<file path="src/rtl/mem_bus_bridge_pkg.sv">
// Shared types and codes for the mem-stage data-bus bridge: access-size codes,
// FSM state encoding and the wait-counter width.
package mem_bus_bridge_pkg;

    localparam int L_S_MODE_W = 3;

    localparam logic [L_S_MODE_W-1:0] L_S_BYTE   = 3'd0;
    localparam logic [L_S_MODE_W-1:0] L_S_HALF   = 3'd1;
    localparam logic [L_S_MODE_W-1:0] L_S_WORD   = 3'd2;
    localparam logic [L_S_MODE_W-1:0] L_S_BYTE_U = 3'd4;
    localparam logic [L_S_MODE_W-1:0] L_S_HALF_U = 3'd5;

    localparam int MB_WAIT_W = 8;

    typedef enum logic [1:0] {
        MB_IDLE   = 2'd0,
        MB_REQ    = 2'd1,
        MB_WAIT_R = 2'd2
    } mb_state_t;

    // Access size in bytes; unsigned variants size like their signed twins, 0 = unknown.
    function automatic logic [2:0] ls_size(input logic [L_S_MODE_W-1:0] mode);
        logic [2:0] size;
        case (mode)
            L_S_BYTE, L_S_BYTE_U: size = 3'd1;
            L_S_HALF, L_S_HALF_U: size = 3'd2;
            L_S_WORD:             size = 3'd4;
            default:              size = 3'd0;
        endcase
        return size;
    endfunction

endpackage

</file>
<file path="src/rtl/mem_bus_bridge_lane_align.sv">
// Combinational byte-lane steering: byte enables, write-data shift, read-data
// right-justification. MEM_BRIDGE_ALIGN_CHECK_EN enables misalignment detection.
module mem_lane_align
    import mem_bus_bridge_pkg::*;
#(
    parameter int W    = 32,
    parameter int BE_W = W / 8
) (
    input  logic [L_S_MODE_W-1:0] mode,
    input  logic [1:0]            a,
    input  logic [W-1:0]          s_data,
    input  logic [W-1:0]          bus_rdata,
    output logic [BE_W-1:0]       be,
    output logic [W-1:0]          wdata,
    output logic [W-1:0]          rdata_shifted,
    output logic                  misaligned
);

    logic [2:0] size;
    logic       is_word;
    logic [3:0] lane_lo;
    logic [3:0] lane_hi;
    logic [4:0] shamt;

    always_comb begin
        size    = ls_size(mode);
        is_word = (mode == L_S_WORD);
        lane_lo = {2'b00, a};
        lane_hi = lane_lo + {1'b0, size};
        shamt   = {a, 3'b000};
    end

    // Lanes past the top of the word simply fall off, so a half at a=3 keeps lane 3 only.
    generate
        for (genvar gi = 0; gi < BE_W; gi++) begin : g_lane
            assign be[gi] = is_word | ((4'(gi) >= lane_lo) && (4'(gi) < lane_hi));
        end
    endgenerate

    assign wdata         = s_data << shamt;
    assign rdata_shifted = bus_rdata >> shamt;

`ifdef MEM_BRIDGE_ALIGN_CHECK_EN
    assign misaligned = (is_word && (a != 2'b00)) || ((size == 3'd2) && a[0]);
`else
    assign misaligned = 1'b0;
`endif

endmodule

</file>
<file path="src/rtl/mem_bus_bridge.sv">
// Mem-stage load/store to req/gnt/rvalid data-bus bridge with pipeline stall and
// timeout abort. Optional MEM_BRIDGE_ALIGN_CHECK_EN rejects misaligned accesses.
module mem_bus_bridge
    import mem_bus_bridge_pkg::*;
#(
    parameter int W        = 32,
    parameter int BE_W     = W / 8,
    parameter int MAX_WAIT = 255
) (
    input  logic                  clk,
    input  logic                  rst,
    input  logic                  load_en,
    input  logic [W-1:0]          l_addr,
    output logic [W-1:0]          l_data,
    input  logic                  store_en,
    input  logic [W-1:0]          s_addr,
    input  logic [W-1:0]          s_data,
    input  logic [L_S_MODE_W-1:0] l_s_mode,
    output logic                  stall,
    output logic                  bus_req,
    output logic                  bus_we,
    output logic [W-1:0]          bus_addr,
    output logic [BE_W-1:0]       bus_be,
    output logic [W-1:0]          bus_wdata,
    input  logic                  bus_gnt,
    input  logic                  bus_rvalid,
    input  logic [W-1:0]          bus_rdata,
    output logic                  bus_err,
    output logic                  misalign
);

    localparam logic [MB_WAIT_W-1:0] MAX_CNT = MB_WAIT_W'(MAX_WAIT);

    mb_state_t            state_reg;
    logic                 is_store_reg;
    logic [1:0]           a_reg;
    logic [MB_WAIT_W-1:0] wait_cnt_reg;

    logic                 req_any;
    logic [W-1:0]         req_addr;
    logic [1:0]           a_sel;
    logic [BE_W-1:0]      be_next;
    logic [W-1:0]         wdata_next;
    logic [W-1:0]         rdata_shifted;
    logic                 misaligned;

    // The store wins when both requests arrive together, so its address is steered.
    always_comb begin
        req_any  = load_en | store_en;
        req_addr = store_en ? s_addr : l_addr;
        a_sel    = (state_reg == MB_IDLE) ? req_addr[1:0] : a_reg;
        stall    = (state_reg != MB_IDLE) | req_any;
    end

    mem_lane_align #(
        .W    (W),
        .BE_W (BE_W)
    ) u_lane_align (
        .mode          (l_s_mode),
        .a             (a_sel),
        .s_data        (s_data),
        .bus_rdata     (bus_rdata),
        .be            (be_next),
        .wdata         (wdata_next),
        .rdata_shifted (rdata_shifted),
        .misaligned    (misaligned)
    );

    always_ff @(posedge clk) begin
        if (rst) begin
            state_reg    <= MB_IDLE;
            is_store_reg <= 1'b0;
            a_reg        <= 2'b00;
            wait_cnt_reg <= '0;
            l_data       <= '0;
            bus_req      <= 1'b0;
            bus_we       <= 1'b0;
            bus_addr     <= '0;
            bus_be       <= '0;
            bus_wdata    <= '0;
            bus_err      <= 1'b0;
            misalign     <= 1'b0;
        end else begin
            bus_err  <= 1'b0;
            misalign <= 1'b0;
            case (state_reg)
                MB_IDLE: begin
                    if (req_any) begin
                        bus_err <= load_en & store_en;
                        if (misaligned) begin
                            misalign <= 1'b1;
                        end else begin
                            bus_req      <= 1'b1;
                            bus_we       <= store_en;
                            bus_addr     <= {req_addr[W-1:2], 2'b00};
                            bus_be       <= be_next;
                            bus_wdata    <= store_en ? wdata_next : '0;
                            is_store_reg <= store_en;
                            a_reg        <= req_addr[1:0];
                            wait_cnt_reg <= '0;
                            state_reg    <= MB_REQ;
                        end
                    end
                end
                MB_REQ: begin
                    if (bus_gnt) begin
                        bus_req      <= 1'b0;
                        wait_cnt_reg <= '0;
                        state_reg    <= is_store_reg ? MB_IDLE : MB_WAIT_R;
                    end else if (wait_cnt_reg == MAX_CNT) begin
                        bus_req   <= 1'b0;
                        bus_err   <= 1'b1;
                        state_reg <= MB_IDLE;
                        if (!is_store_reg) begin
                            l_data <= '0;
                        end
                    end else begin
                        wait_cnt_reg <= wait_cnt_reg + 1'b1;
                    end
                end
                MB_WAIT_R: begin
                    if (bus_rvalid) begin
                        l_data    <= rdata_shifted;
                        state_reg <= MB_IDLE;
                    end else if (wait_cnt_reg == MAX_CNT) begin
                        l_data    <= '0;
                        bus_err   <= 1'b1;
                        state_reg <= MB_IDLE;
                    end else begin
                        wait_cnt_reg <= wait_cnt_reg + 1'b1;
                    end
                end
                default: begin
                    state_reg <= MB_IDLE;
                    bus_req   <= 1'b0;
                end
            endcase
        end
    end

endmodule

</file>
<file path="config.mk">
export PLATFORM = sky130hd
export DESIGN_NAME = mem_bus_bridge
export DESIGN_NICKNAME = d
export VERILOG_FILES = /design/src/rtl/mem_bus_bridge_pkg.sv /design/src/rtl/mem_bus_bridge_lane_align.sv /design/src/rtl/mem_bus_bridge.sv
export SDC_FILE = /design/constraint.sdc
export NUM_CORES = 1
export LEC_CHECK = 0
export ABC_AREA = 1
export BUFFER_PORTS_ARGS = -buffer_cell sky130_fd_sc_hd__buf_2
export CORE_MARGIN = 2
export CORE_UTILIZATION = 50
export DETAILED_ROUTE_END_ITERATION = 8
export PLACE_DENSITY = 0.82
export SYNTH_ARGS = -nofsm -noshare
export SYNTH_HDL_FRONTEND = slang
export SYNTH_SLANG_ARGS = --single-unit
</file>
<file path="constraint.sdc">
create_clock -name clk -period 6.8 [get_ports clk]
set_clock_uncertainty 0.05 [all_clocks]
set_input_delay 0.34 -clock clk [delete_from_list [all_inputs] [get_ports clk]]
set_output_delay 0.34 -clock clk [all_outputs]
set_load 0.02 [all_outputs]
</file>
==> impl_metrics.sql <==
INSERT INTO impl_metrics (metric_group, metric, value, unit) VALUES
('setup_path', 'worst-r2r-setup-slack', '3.15', 'ns'),
('routing', 'via_count', '6927', ''),
('setup_path', 'worst_path_max_delay_cell', 'sky130_fd_sc_hd__nand2_1', ''),
('final_layout', 'layout-drive-gt1-share', '25.8', '%'),
('yosys', 'seq_area_frac_synth', '37.3', '%'),
('pwr', 'post-layout-total-power', '2.21', 'mW'),
('floorplan', 'fp.dieArea', '13000', 'um2'),
('yosys', 'ys_ff_latch', '113', ''),
('timing', 'timing.max_slew.rel_slack', '46.0', '%'),
('yosys', 'synth_simple_gate_area_share', '34.0', '%'),
('global_route', 'grt_pass1_wl', '30000', 'um'),
('timing', 'holdWs', '0.140', 'ns'),
('routing', 'drt-initial-drc-count', '692', ''),
('job', 'cap_viol_max_count', '0', ''),
('routing', 'routed_via_density', '5.42', ''),
('final_layout', 'flow.area_growth_from_synthesis', '26.9', '%'),
('timing', 'post-route-period-util', '53.7', '%'),
('yosys', 'synth_top_family_by_area', 'simple AND/OR/NAND/NOR gates', ''),
('routing', 'drt-wirelength-per-cell', '15.0', 'um'),
('status', 'outcome', 'finished clean', ''),
('floorplan', 'floorplan.rows', '40', ''),
('clocking', 'clock_latency_late_sink', '0.41', 'ns'),
('clocking', 'tritoncts', 'done', ''),
('timing', 'finish_stage_setup_viols', '0', ''),
('global_route', 'first_global_vias', '6286', ''),
('clocking', 'cts_max_path_bufs', '2', ''),
('yosys', 'synthFlopType', 'sky130_fd_sc_hd__dfxtp_1', ''),
('final_layout', 'largest_registers', 'bus_wdata (32), l_data (32), bus_addr (30)', ''),
('final_layout', 'nNetsFinal', '1263', ''),
('hold_path', 'hold_class', 'input port to flip-flop', ''),
('timing', 'sum_of_negative_setup_slack', '0', 'ns'),
('setup_path', 'timing.critical_path.arrival', '3.89', 'ns'),
('floorplan', 'floorplan.core_area', '11900', 'um2'),
('timing', 'post-route-min-period', '3.65', 'ns'),
('placement', 'placement.io_buffers', '238', ''),
('yosys', 'yosysWarnings', '0', ''),
('floorplan', 'die-width', '114', 'um'),
('yosys', 'synthMuxAreaShare', '0', '%'),
('setup_path', 'timing.rr.start', 'state_reg[0]', ''),
('setup_path', 'critPathTopFamily', 'simple AND/OR/NAND/NOR gates', ''),
('timing', 'final-max-slew-violation-count', '0', ''),
('clocking', 'post-cts-setup-buffers', '0', ''),
('pwr', 'power.density', '288', 'nW/um2'),
('placement', 'post-dp-hpwl', '13600', 'um'),
('setup_path', 'delay_of_the_slowest_critical_path_stage', '0.62', 'ns'),
('yosys', 'syn_inst', '917', ''),
('yosys', 'synth_cell_type_count', '34', ''),
('clocking', 'cts_repair_resize_count', '0', ''),
('global_route', 'pin_count_of_the_biggest_net_entering_global_routing', '71', ''),
('clocking', 'cts.sinks', '113', ''),
('yosys', 'mappedNetlistArea', '6070', 'um2'),
('setup_path', 'cp.buffers_inverters', '3', ''),
('final_layout', 'n_antenna_cell', '0', ''),
('floorplan', 'num_io_pins', '242', ''),
('yosys', 'post_synth_xor_area_fraction', '0.289', '%'),
('placement', 'place.detailed.instances', '1246', ''),
('floorplan', 'start_util', '50.9', '%'),
('global_route', 'grt.total_usage', '29.1', '%'),
('setup_path', 'crit_path_start_kind', 'flip-flop', ''),
('setup_path', 'worst-r2r-cell-count', '13', ''),
('routing', 'detail_route.first_pass.iterations', '8', ''),
('clocking', 'clock_tree.htree_level_count', '4', ''),
('timing', 'unrepaired_setup_endpoints_after_global_routing', 'false', ''),
('setup_path', 'end_kind', 'flip-flop', ''),
('final_layout', 'post_layout_nonfiller_instances', '1277', ''),
('yosys', 'synth_adder_area_share', '1.77', '%'),
('pwr', 'vdd_ir_drop_max', '167', 'uV'),
('clocking', 'cts.hold.buffers_added', '0', ''),
('setup_path', 'worst_r2r_dst', 'bus_be[1]', ''),
('clocking', 'ctsRootBufferMaster', 'sky130_fd_sc_hd__clkbuf_16', ''),
('setup_path', 'cp_max_fo', '23', '');
area by class of cell:
class | count | area [um2]
clock buffers | 26 | 519
multi-input cells | 649 | 3090
fillers | 1130 | 4210
repair buffers | 244 | 1240
inverters | 93 | 352
well taps | 147 | 184
clock inverters | 5 | 50.0
flip-flops and latches | 113 | 2260
where the power goes:
part / total (mW) / leakage, nW / internal [mW] / switching, mW
clock: 0.851 / 0.286 / 0.555 / 0.296
sequential: 0.769 / 0.926 / 0.730 / 0.0390
combinational: 0.594 / 2.72 / 0.185 / 0.410
total: 2.21 / 3.94 / 1.47 / 0.744
stage by stage:
step	setup slack [ns]	cell area [um2]	utilization [%]
finish	3.15	7700	64.6
global route	2.85	7700	64.6
CTS	3.21	7700	64.6
detailed placement	3.07	7130	59.8
global placement	3.19	7130	59.8
floorplan	4.40	6070	-
per-layer routing:
| layer | wire (um) | GRT usage [%] | vias to the layer above |
|---|---|---|---|
| li1 | - | - | 3403 |
| met1 | 7820 | 35.5 | 3135 |
| met2 | 9090 | 48.7 | 334 |
| met3 | 1520 | 6.51 | 55 |
| met4 | 761 | 14.0 | 0 |
| met5 | 0 | 0 | - |
cell families after synthesis:
logic type,count (synthesis)
AO/OA/AOI/OAI,167
flip-flops,113
other,1
buffers and inverters,157
AND/OR/NAND/NOR,469
adder cells (fa/ha/maj),8
XOR/XNOR,2
worst min-delay path, stage by stage:
cell,delay [ns]
sky130_fd_sc_hd__buf_2,0.09
sky130_fd_sc_hd__nand2_1,0.05
sky130_fd_sc_hd__a31oi_1,0.07
worst max-delay path by stage:
stage                endpoint  slack (ns)  cells past startpoint    startpoint
finish              bus_be[1]        3.15                     13  state_reg[0]
global route        bus_be[1]        2.85                     13  state_reg[0]
CTS                 bus_be[1]        3.21                     13  state_reg[0]
detailed placement  bus_be[1]        3.07                     13      store_en
global placement    bus_be[0]        3.19                     13      store_en
floorplan           bus_be[0]        4.40                     13  state_reg[0]
Yosys cell counts, types with 18 or more instances:
master | number | share of area, %
sky130_fd_sc_hd__nor2_1 | 29 | 1.8
sky130_fd_sc_hd__nand3_1 | 124 | 10
sky130_fd_sc_hd__dfxtp_1 | 113 | 37
sky130_fd_sc_hd__a21oi_1 | 71 | 5.9
sky130_fd_sc_hd__o21ai_0 | 56 | 4.6
sky130_fd_sc_hd__clkbuf_1 | 21 | 1.3
sky130_fd_sc_hd__nand2_1 | 280 | 17
sky130_fd_sc_hd__buf_2 | 24 | 2.0
sky130_fd_sc_hd__a31oi_1 | 32 | 3.3
sky130_fd_sc_hd__nand4_1 | 18 | 1.9
sky130_fd_sc_hd__inv_1 | 89 | 5.5
cell usage in the layout, fill, tap and decap left out, types with 2 or more instances in the layout:
cell                        instances
sky130_fd_sc_hd__inv_2              3
sky130_fd_sc_hd__conb_1             3
sky130_fd_sc_hd__a31oi_1           32
sky130_fd_sc_hd__a21oi_1           71
sky130_fd_sc_hd__clkbuf_16         17
sky130_fd_sc_hd__nand4_1           18
sky130_fd_sc_hd__nand2_1          280
sky130_fd_sc_hd__clkbuf_1           3
sky130_fd_sc_hd__clkinv_2           4
sky130_fd_sc_hd__nand3b_1           3
sky130_fd_sc_hd__nor2_4             4
sky130_fd_sc_hd__or2_2              2
sky130_fd_sc_hd__o21ai_1            3
sky130_fd_sc_hd__o21ai_0           56
sky130_fd_sc_hd__buf_4              6
sky130_fd_sc_hd__nand2_2            4
sky130_fd_sc_hd__clkbuf_8           6
sky130_fd_sc_hd__buf_2            238
sky130_fd_sc_hd__xor2_1             2
sky130_fd_sc_hd__o22ai_1            2
sky130_fd_sc_hd__dfxtp_1          113
sky130_fd_sc_hd__nor2_1            29
sky130_fd_sc_hd__nand3_1          124
sky130_fd_sc_hd__ha_1               7
sky130_fd_sc_hd__inv_1             89
Power figures use the tool's default switching activity.
